<file path="src/rtl/spi_reg_bank.sv">
// spi_reg_bank: SPI command decoder and 8-bit register bank with a fabric port.
//
// state   | meaning
// S_IDLE  | no frame; waits for cs_active to rise
// S_CMD   | frame open; next byte is the command
// S_WRITE | data bytes are written at addr_q
// S_READ  | data bytes are discarded; reads stream out
module spi_reg_bank #(
  parameter int         NREGS     = 16,
  parameter int         ADDR_W    = 4,
  parameter logic [7:0] RESET_VAL = 8'h00,
  parameter logic [7:0] STATUS_ID = 8'h5A
) (
  input  logic              clk,
  input  logic              rst,
  input  logic              cs_active,
  input  logic [7:0]        rx_byte,
  input  logic              rx_valid,
  output logic [7:0]        tx_byte,
  output logic              tx_load,
  input  logic [ADDR_W-1:0] fab_addr,
  input  logic              fab_we,
  input  logic [7:0]        fab_wdata,
  output logic [7:0]        fab_rdata,
  output logic              fab_collide,
  output logic              err
);

  typedef enum logic [1:0] {S_IDLE, S_CMD, S_WRITE, S_READ} state_t;

  state_t            state_q, state_d;
  logic [ADDR_W-1:0] addr_q, addr_d;
  logic              inc_q, inc_d;
  logic              cs_prev_q, cs_prev_d;
  logic [7:0]        tx_byte_q, tx_byte_d;
  logic              tx_load_q, tx_load_d;
  logic [7:0]        fab_rdata_q, fab_rdata_d;
  logic              fab_collide_q, fab_collide_d;
  logic              err_q, err_d;
  logic [7:0]        regs_q [NREGS];
  logic [7:0]        regs_d [NREGS];

  logic              cs_rise, cs_fall, byte_ok, spi_we;
  logic [ADDR_W-1:0] next_addr, cmd_addr;
  logic              unused_rx;

  // A byte arriving on the cycle CS drops still belongs to the frame.
  assign cs_rise   = cs_active & ~cs_prev_q;
  assign cs_fall   = ~cs_active & cs_prev_q;
  assign byte_ok   = rx_valid & (cs_active | cs_prev_q);
  assign cmd_addr  = rx_byte[ADDR_W-1:0];
  assign unused_rx = ^rx_byte;

  // Next-state, register-bank and output computation.
  always_comb begin
    state_d       = state_q;
    addr_d        = addr_q;
    inc_d         = inc_q;
    cs_prev_d     = cs_active;
    tx_byte_d     = tx_byte_q;
    tx_load_d     = 1'b0;
    fab_rdata_d   = regs_q[fab_addr];
    fab_collide_d = 1'b0;
    err_d         = err_q;
    regs_d        = regs_q;
    spi_we        = 1'b0;
    next_addr     = inc_q ? addr_q + ADDR_W'(1) : addr_q;

    if (rx_valid && !cs_active && !cs_prev_q) err_d = 1'b1;

    case (state_q)
      S_IDLE: begin
        if (cs_rise) begin
          state_d   = S_CMD;
          tx_byte_d = STATUS_ID;
          tx_load_d = 1'b1;
        end
      end
      S_CMD: begin
        if (byte_ok) begin
          addr_d    = cmd_addr;
          inc_d     = rx_byte[6];
          state_d   = rx_byte[7] ? S_WRITE : S_READ;
          tx_byte_d = regs_q[cmd_addr];
          tx_load_d = 1'b1;
        end
      end
      S_READ: begin
        if (byte_ok) begin
          addr_d    = next_addr;
          tx_byte_d = regs_q[next_addr];
          tx_load_d = 1'b1;
        end
      end
      S_WRITE: begin
        if (byte_ok) begin
          spi_we          = 1'b1;
          regs_d[addr_q]  = rx_byte;
          addr_d          = next_addr;
          // Pre-write value: regs_q is read before this edge commits.
          tx_byte_d       = regs_q[next_addr];
          tx_load_d       = 1'b1;
        end
      end
      default: state_d = S_IDLE;
    endcase

    if (fab_we) begin
      if (spi_we && (addr_q == fab_addr)) fab_collide_d = 1'b1;
      else regs_d[fab_addr] = fab_wdata;
    end

    if (cs_fall) state_d = S_IDLE;
  end

  // All state registers; cs_prev resets high so a frame already open at reset release is skipped.
  always_ff @(posedge clk) begin
    if (rst) begin
      state_q       <= S_IDLE;
      addr_q        <= '0;
      inc_q         <= 1'b0;
      cs_prev_q     <= 1'b1;
      tx_byte_q     <= 8'h00;
      tx_load_q     <= 1'b0;
      fab_rdata_q   <= RESET_VAL;
      fab_collide_q <= 1'b0;
      err_q         <= 1'b0;
      regs_q        <= '{default: RESET_VAL};
    end else begin
      state_q       <= state_d;
      addr_q        <= addr_d;
      inc_q         <= inc_d;
      cs_prev_q     <= cs_prev_d;
      tx_byte_q     <= tx_byte_d;
      tx_load_q     <= tx_load_d;
      fab_rdata_q   <= fab_rdata_d;
      fab_collide_q <= fab_collide_d;
      err_q         <= err_d;
      regs_q        <= regs_d;
    end
  end

  assign tx_byte     = tx_byte_q;
  assign tx_load     = tx_load_q;
  assign fab_rdata   = fab_rdata_q;
  assign fab_collide = fab_collide_q;
  assign err         = err_q;

endmodule

</file>
<file path="config.mk">
export PLATFORM = sky130hd
export DESIGN_NAME = spi_reg_bank
export DESIGN_NICKNAME = d
export VERILOG_FILES = /design/src/rtl/spi_reg_bank.sv
export SDC_FILE = /design/constraint.sdc
export NUM_CORES = 1
export LEC_CHECK = 0
export CAP_MARGIN = 20
export CORE_MARGIN = 2
export CORE_UTILIZATION = 50
export DETAILED_ROUTE_END_ITERATION = 8
export GPL_ROUTABILITY_DRIVEN = 0
export PLACE_DENSITY = 0.7
export SLEW_MARGIN = 30
export SYNTH_ARGS = -nofsm -noshare
export SYNTH_HDL_FRONTEND = slang
export SYNTH_SLANG_ARGS = --single-unit
</file>
<file path="constraint.sdc">
create_clock -name clk -period 4.7 [get_ports clk]
set_input_delay 0.94 -clock clk [delete_from_list [all_inputs] [get_ports clk]]
set_output_delay 0.94 -clock clk [all_outputs]
set_load 0.005 [all_outputs]
</file>
==> results.txt, run 1 <==
* Fill cell total of the finished layout: roughly 1900
- The worst hold path passes through 2 cells.
- The number of global-route vias before repair came to ~9000.
* Number of non-filler instances in the completed layout: ~1300
- Synth-to-Final Area Change: 7.30%
* Final Routed Wirelength: between 30000 and 40000 um
* Nets@finish: 1050
- Number of antenna violations at the first check in global routing: 0
- First-pass GRT wire length: 55000 um
- In this run the remaining antenna-violating nets after routing total 0.
* Primary FF master, synth: dfxtp_1
* Warning count from the yosys run: 0
- Worst IR drop on VDD: ~0.00020 V
- Endpoints failing hold: 0
- On the final layout, the worst clock skew is between 0.006 and 0.007 ns.
- Root buffer selected by CTS: clkbuf_16
* Number of cells upsized or downsized after cts: 0
- Actual transition at the worst max-transition pin: around 0.95 ns
* Timing-limited maximum frequency: roughly 320 MHz
- In the layout the commonest cells are 154 x nor2_1, 153 x mux2i_1, 153 x dfxtp_1, 131 x a211oi_1, 129 x mux4_2.
- Count of TritonRoute iterations in the first routing pass: 8
* Number of flops mapped to enable cells by yosys: 0
- Type of the worst min-delay path: register to register
- The critical path is of the input port to register type.
- The worst register-to-register path has a setup slack of 1.60 ns.
- The number of cells on the worst reg-to-reg path is 9.
* Setup repair bufs after CTS: 0
- Total power per unit cell area: between 200 and 300 nW/um2
- After the first detailed-routing iteration, the DRC count stood at between 1000 and 1500.
* Critical path peak fanout: 17
- Share of the synthesized area in compound gates (AO/OA/AOI/OAI): 0.130
* Initial cell density of the core: 0.514
- Reg-to-reg critical path endpoint: tx_byte[4]$_SDFFE_PP0P_
- CP Capture Type: register
* Number of levels in the clock H-tree: 4
* Routed vias/inst: a little over 7
- Most common library cell in the layout ignoring fill and taps: nor2_1
* Sequential element share of the synthesized area: 0.275
- Maximum capacitance violations: 0
* Overall die height: between 150 and 200 um
* Estimated wirelength of the detail-placed design: ~24000 um
* Clock Tree Buf Depth: 2
- During placement, the flow inserted port buffers numbering between 40 and 50.
- Die Width: between 150 and 200 um
- FF+latch count, synth: 155
* Final number of setup-violating endpoints: 0
* Number of cells in the design after placement: about 1300
* Period utilisation layout: 0.665
* Total die area: about 24000 um2
- Area of the mapped netlist: between 10000 and 15000 um2
* Later-pin clock latency in the skew report: 0.44 ns
- Dominant combinational cell family by area after synthesis: multiplexers
- Reg2Reg Launch Point: addr_q[1]$_SDFFE_PP0P_
- Average routed wire per standard cell: 27.3 um
- Of the total synthesized cell area, the portion taken by full adders, half adders and majority gates is 0.00444.
- Arr. time, crit path: ~3.5 ns
* Mean instance size in the synthesized netlist: approximately 11 um2
* Run status: finished clean
- All-Layer GR Usage: 0.305
- CP Launch Type: input port
- The smallest clock period supported by the final layout is computed as around 3.1 ns.
- Total nets after synthesis: between 1000 and 1500
- The core region is 22000 um2.
- In the final timing run, aggregate negative setup slack is 0 ns.
- The final route contains between 9000 and 10000 vias.
- # DRC: 0
* Hold_sp: tx_byte[6]$_SDFFE_PP0P_
* Number of placement rows: 54
* Worst slew margin: 0.367
* Largest net degree at the start of global routing: 60
- Leak: 3.78 nW
- Clock transition at the registers of the reported paths: about 0.060 ns
- The path with the worst hold slack has its endpoint at tx_byte[6]$_SDFFE_PP0P_.
* Total gr overflow: 0
- Unrepaired setup endpoints after global routing: false
- Clock net sink count: roughly 160
- STA puts the critical path data required time at 5.03 ns.
* Number of pins exceeding their max-slew limit in the final report: 0
* Number of distinct library cells after synthesis: 62
- Of the total synthesized cell area, the portion taken by XOR and XNOR cells is 0.00610.
- Hold buffers post-CTS: 0
- Share of post-route cells with drive strength above 1: 0.204
- Async set-or-reset flop fraction in the synthesized netlist: 0
- After technology mapping, the gate count stands at roughly 1100.
- TritonCTS built the clock tree.
* Number of buffers created by CTS: 17
- Share of synthesized cell area in and, or, nand and nor gates: 0.123
* Share of cell area taken by muxes after synthesis: 0.398
- 44 I/O pins were placed.
[synthesized netlist by cell type (6+ instances only)]
cell	n	area, um2
buf_2	35	175
nand3_1	11	55.1
buf_4	26	195
dfxtp_1	155	3100
a311oi_1	6	52.6
nand4_1	7	43.8
a32oi_1	7	61.3
nor2b_1	14	87.6
mux2i_1	153	1530
o22ai_1	8	50.1
nand2_1	47	176
buf_6	7	78.8
mux4_2	129	2910
a21oi_1	13	65.1
clkbuf_1	44	165
a211oi_1	131	983
buf_1	10	37.5
and3_1	21	131
nor2_1	154	578
[per-layer routing]
layer	vias up	global-route usage	wire length, um
met3	96	0.0630	3530
li1	4052	-	-
met2	636	0.477	16900
met1	4667	0.415	14100
met4	0	0.132	1350
met5	-	0	0
[critical path: stages]
cell and delay, ns:
clkdlybuf4s50_1 0.58, o211ai_2 0.18, nor2_4 0.34, nand4_4 0.37
nand4_1 0.68, nor2_1 0.08, a211oi_1 0.27
[area by class of cell]
class                           instances  area (um2)  area share
Antenna cell                            1        2.50    0.000207
Clock buffer                           21         460      0.0381
Clock inverter                          9         145      0.0120
Inverter                                6        22.5     0.00186
Multi-Input combinational cell        780        7460       0.616
Sequential cell                       155        3110       0.257
Tap cell                              280         350      0.0290
Timing Repair Buffer                   61         554      0.0458
[worst max path at each step]
stage / startpoint / end / slack [ns]
6_report: cs_active / regs_q[109]$_SDFF_PP0_ / 1.57
5_1_grt: cs_active / regs_q[122]$_SDFF_PP0_ / 1.41
4_1_cts: addr_q[1]$_SDFFE_PP0P_ / tx_byte[4]$_SDFFE_PP0P_ / 1.67
3_5_place_dp: cs_active / regs_q[105]$_SDFF_PP0_ / 1.21
3_3_place_gp: cs_active / regs_q[105]$_SDFF_PP0_ / 1.32
2_1_floorplan: fab_addr[0] / fab_rdata[0]$_SDFF_PP0_ / 2.14
[cell families (layout without fill, tap and decap cells)]
kind of cell | after synthesis | in the layout
other | 0 | 1
XOR/XNOR | 7 | 7
adder cells (fa/ha/maj) | 4 | 4
AND/OR/NAND/NOR | 288 | 288
AO/OA/AOI/OAI | 196 | 196
multiplexers | 285 | 285
buffers and inverters | 133 | 97
flip-flops | 155 | 155
[power by group]
group / internal, mW / leakage, nW / switching (mW)
clock: 0.907 / 0.302 / 0.576
combinational: 0.154 / 2.22 / 0.214
sequential: 1.35 / 1.26 / 0.0413
total: 2.41 / 3.78 / 0.831
[sequential cells by signal, indices dropped and copies added, names as in the netlist, 2 cells and up]
signal / count
tx_byte: 8
regs_q: 128
addr_q: 4
fab_rdata: 8
state_q: 2
[through the flow]
stage,power [mW],util,hold WS [ns],worst slack (ns),area (um2)
final,3.24,0.551,0.463,1.57,12100
after global placement,1.77,0.523,0.449,1.32,11500
after CTS,3.24,0.551,0.461,1.67,12100
after floorplan,1.66,-,0.442,2.14,11300
after global routing,3.32,0.551,0.484,1.41,12100
after detailed placement,1.77,0.523,0.452,1.21,11500
(Power assumes the default switching activity.)
==> inputs of run 2 (changes only) <==
==> constraint.sdc (replaced) <==
create_clock -name clk -period 2.95 [get_ports clk]
set_input_delay 0.59 -clock clk [delete_from_list [all_inputs] [get_ports clk]]
set_output_delay 0.59 -clock clk [all_outputs]
set_load 0.005 [all_outputs]
==> run 2 against run 1 <==
Against the previous run: clock skew is 0.0057 ns higher; largest cell class unchanged; highest routed layer is now met5; setup slack worse by 1.2 ns; core utilization is 1.4 points higher; global-route usage is 0.34 points lower; critical path type is now register to register.
==> results.txt, run 2 (synthesized netlist as in run 1, its figures left out) <==
- The pre-antenna-repair detailed-routing pass consisted of 6 iterations.
- Fill cell total of the finished layout: approximately 1800
- In the final routed layout, each cell accounts on average for 26.1 um.
- Actual transition at the worst max-transition pin: a little under 1 ns
* Unrepaired setup endpoints after global routing: false
- For this block, the via count after detailed routing is around 9600.
- Summed over all nets, the switching power comes to roughly 1.4 mW.
- The die covers between 20000 and 25000 um2.
- For this design, the sink count on the clock tree is about 160.
- Leak: a little under 4 nW
- Final Routed Wirelength: 35200 um
- STA classifies the critical path startpoint as a register.
- Portion of total power attributed to combinational logic: 0.120
- Synth-to-Final Area Change: 10.1%
- Summed over all nets, the half-perimeter wirelength after detailed placement is 24300 um.
- The library cell used most frequently in the layout, excluding fill and tap cells, is nor2_1.
- On the final layout, the worst clock skew is 0.0119 ns.
- STA classifies the critical path endpoint as a register.
* Later-pin clock latency in the skew report: between 0.4 and 0.5 ns
- First-pass GRT wire length: between 50000 and 60000 um
- Number of pins exceeding their max-slew limit in the final report: 0
- Clock transition at the registers of the reported paths: about 0.060 ns
* Sum of negative setup slack: 0 ns
- Number of antenna violations at the first check in global routing: 1
- The total area inside the core boundary comes to around 22000 um2.
* Initial cell density of the core: 0.514
- Final critical delay including setup and external delays: approximately 2.6 ns
* Period utilisation layout: 0.890
- The tool flagged a number of max-cap violations equal to 0.
* Endpoints failing hold: 0
- In the final design database the tool counted approximately 1100 nets.
- Critical path peak fanout: 13
* Hold_ws: slightly below 0.4 ns
- The critical path goes through inv_1 -> ha_2 -> buf_12 -> mux4_2 -> and2_1 -> a221oi_1 -> a311oi_1 -> a221o_1.
* Arr. time, crit path: 2.93 ns
* All-Layer GR Usage: 0.302
* Category of the critical setup timing path: register to register
- Number of cells upsized or downsized after cts: 0
- Worst EP required: about 3.3 ns
- Power spread over the standard cell area amounts to 411 nW/um2.
- The register with the most flip-flops in the layout has between 100 and 150 of them.
- In this run the deepest clock path goes through 2 buffers.
- Of the cells placed in the final design, the portion with a size suffix greater than 1 is 0.234.
- Overall die height: around 150 um
- Counting the buffers created by CTS gives 17.
* Hold buffers post-CTS: 0
* I/O Pins: 44
- Final number of setup-violating endpoints: 0
* Root buffer selected by CTS: clkbuf_16
- After detailed routing, the number of remaining DRC violations is 0.
* Number of levels in the clock H-tree: 4
* Number of diodes: 0
- Of the total power, the share spent switching nets is 0.268.
- The number of global-route vias before repair came to slightly above 9000.
* Type of the worst min-delay path: input port to register
- Combined area of the multi-input logic cells: between 7000 and 8000 um2
* Area taken by flip-flops and latches: 3110 um2
- After the first detailed-routing iteration, the DRC count stood at about 1300.
* Final Total Pwr: just over 5 mW
- Setup repair bufs after CTS: 0
* Clock group share of total power: 0.446
- Dividing the detail-routed via count by the number of cells gives 7.09.
- Internal power of the cells: around 3.7 mW
- Measured against its own limit, the worst slew margin works out to 0.356.
* Register bank with the most flops: regs_q
- Based on the critical path, the design can be clocked at up to 381 MHz.
* Slowest stage cell, crit path: ha_2
* Worst IR drop on VDD: between 0.0003 and 0.0004 V
- The top cell types in the final layout, fill and taps aside, are 154 x nor2_1, 153 x mux2i_1, 153 x dfxtp_1, 131 x a211oi_1, 129 x mux4_2.
- Residual antenna-violating net count after detailed routing: 0
- Die Width: around 150 um
* Fin util: 0.565
* Total gr overflow: 0
* Largest net degree at the start of global routing: 84
- Number of port buffers: 43
* TritonCTS clock tree: built
- The share of total power dissipated in sequential elements is 0.434.
- Number of placement rows: 54
- Largest incremental delay on the critical path: 0.63 ns
* Run status: finished clean
-- run 2: power groups by stage --
| stage | clock network, mW | logic (mW) | registers, mW |
|---|---|---|---|
| CTS | 2.28 | 0.605 | 2.21 |
| global placement | 0 | 0.598 | 2.25 |
| finish | 2.27 | 0.612 | 2.21 |
| global route | 2.38 | 0.648 | 2.21 |
| detailed placement | 0 | 0.602 | 2.25 |
| floorplan | 0 | 0.419 | 2.23 |
-- run 2: path summary, 6_finish.rpt --
kind | startpoint | endpoint | slack, ns | depth (start not counted)
max | addr_q[1]$_SDFFE_PP0P_ | tx_byte[7]$_SDFFE_PP0P_ | 0.33 | 8
min | rst | state_q[1]$_SDFFE_PP0P_ | 0.40 | 2
max reg2reg | addr_q[1]$_SDFFE_PP0P_ | tx_byte[7]$_SDFFE_PP0P_ | 0.33 | 8
min reg2reg | tx_byte[4]$_SDFFE_PP0P_ | tx_byte[4]$_SDFFE_PP0P_ | 0.46 | 2
-- run 2: routing by layer --
layer / vias to the layer above / wire [um] / global-route usage
met4: 2 / 1590 / 0.142
met2: 628 / 16600 / 0.479
met1: 4701 / 13800 / 0.400
met5: - / 11 / 0
li1: 4123 / - / -
met3: 111 / 3310 / 0.0611
-- run 2: worst max-delay path: cells and delay by family (launching register included) --
kind	cells	cell delay [ns]
flip-flops	1	0.35
multiplexers	1	0.29
adder cells (fa/ha/maj)	1	0.63
AND/OR/NAND/NOR	1	0.16
buffers and inverters	2	0.34
AO/OA/AOI/OAI	3	0.72
-- run 2: area by class of cell --
cell class | instances | share of cell area
Multi-Input combinational cell | 780 | 0.601
Sequential cell | 155 | 0.250
Timing Repair Buffer | 97 | 0.0702
Clock buffer | 21 | 0.0379
Tap cell | 280 | 0.0282
Clock inverter | 11 | 0.0109
Inverter | 6 | 0.00181
-- run 2: stage by stage --
stage	std cells	worst slack, ns	cell area (um2)
finish	1350	0.325	12400
global route	1350	0.154	12400
CTS	1350	0.322	12400
detailed placement	1318	0.00634	11800
global placement	1318	0.135	11800
floorplan	1068	0.394	11300
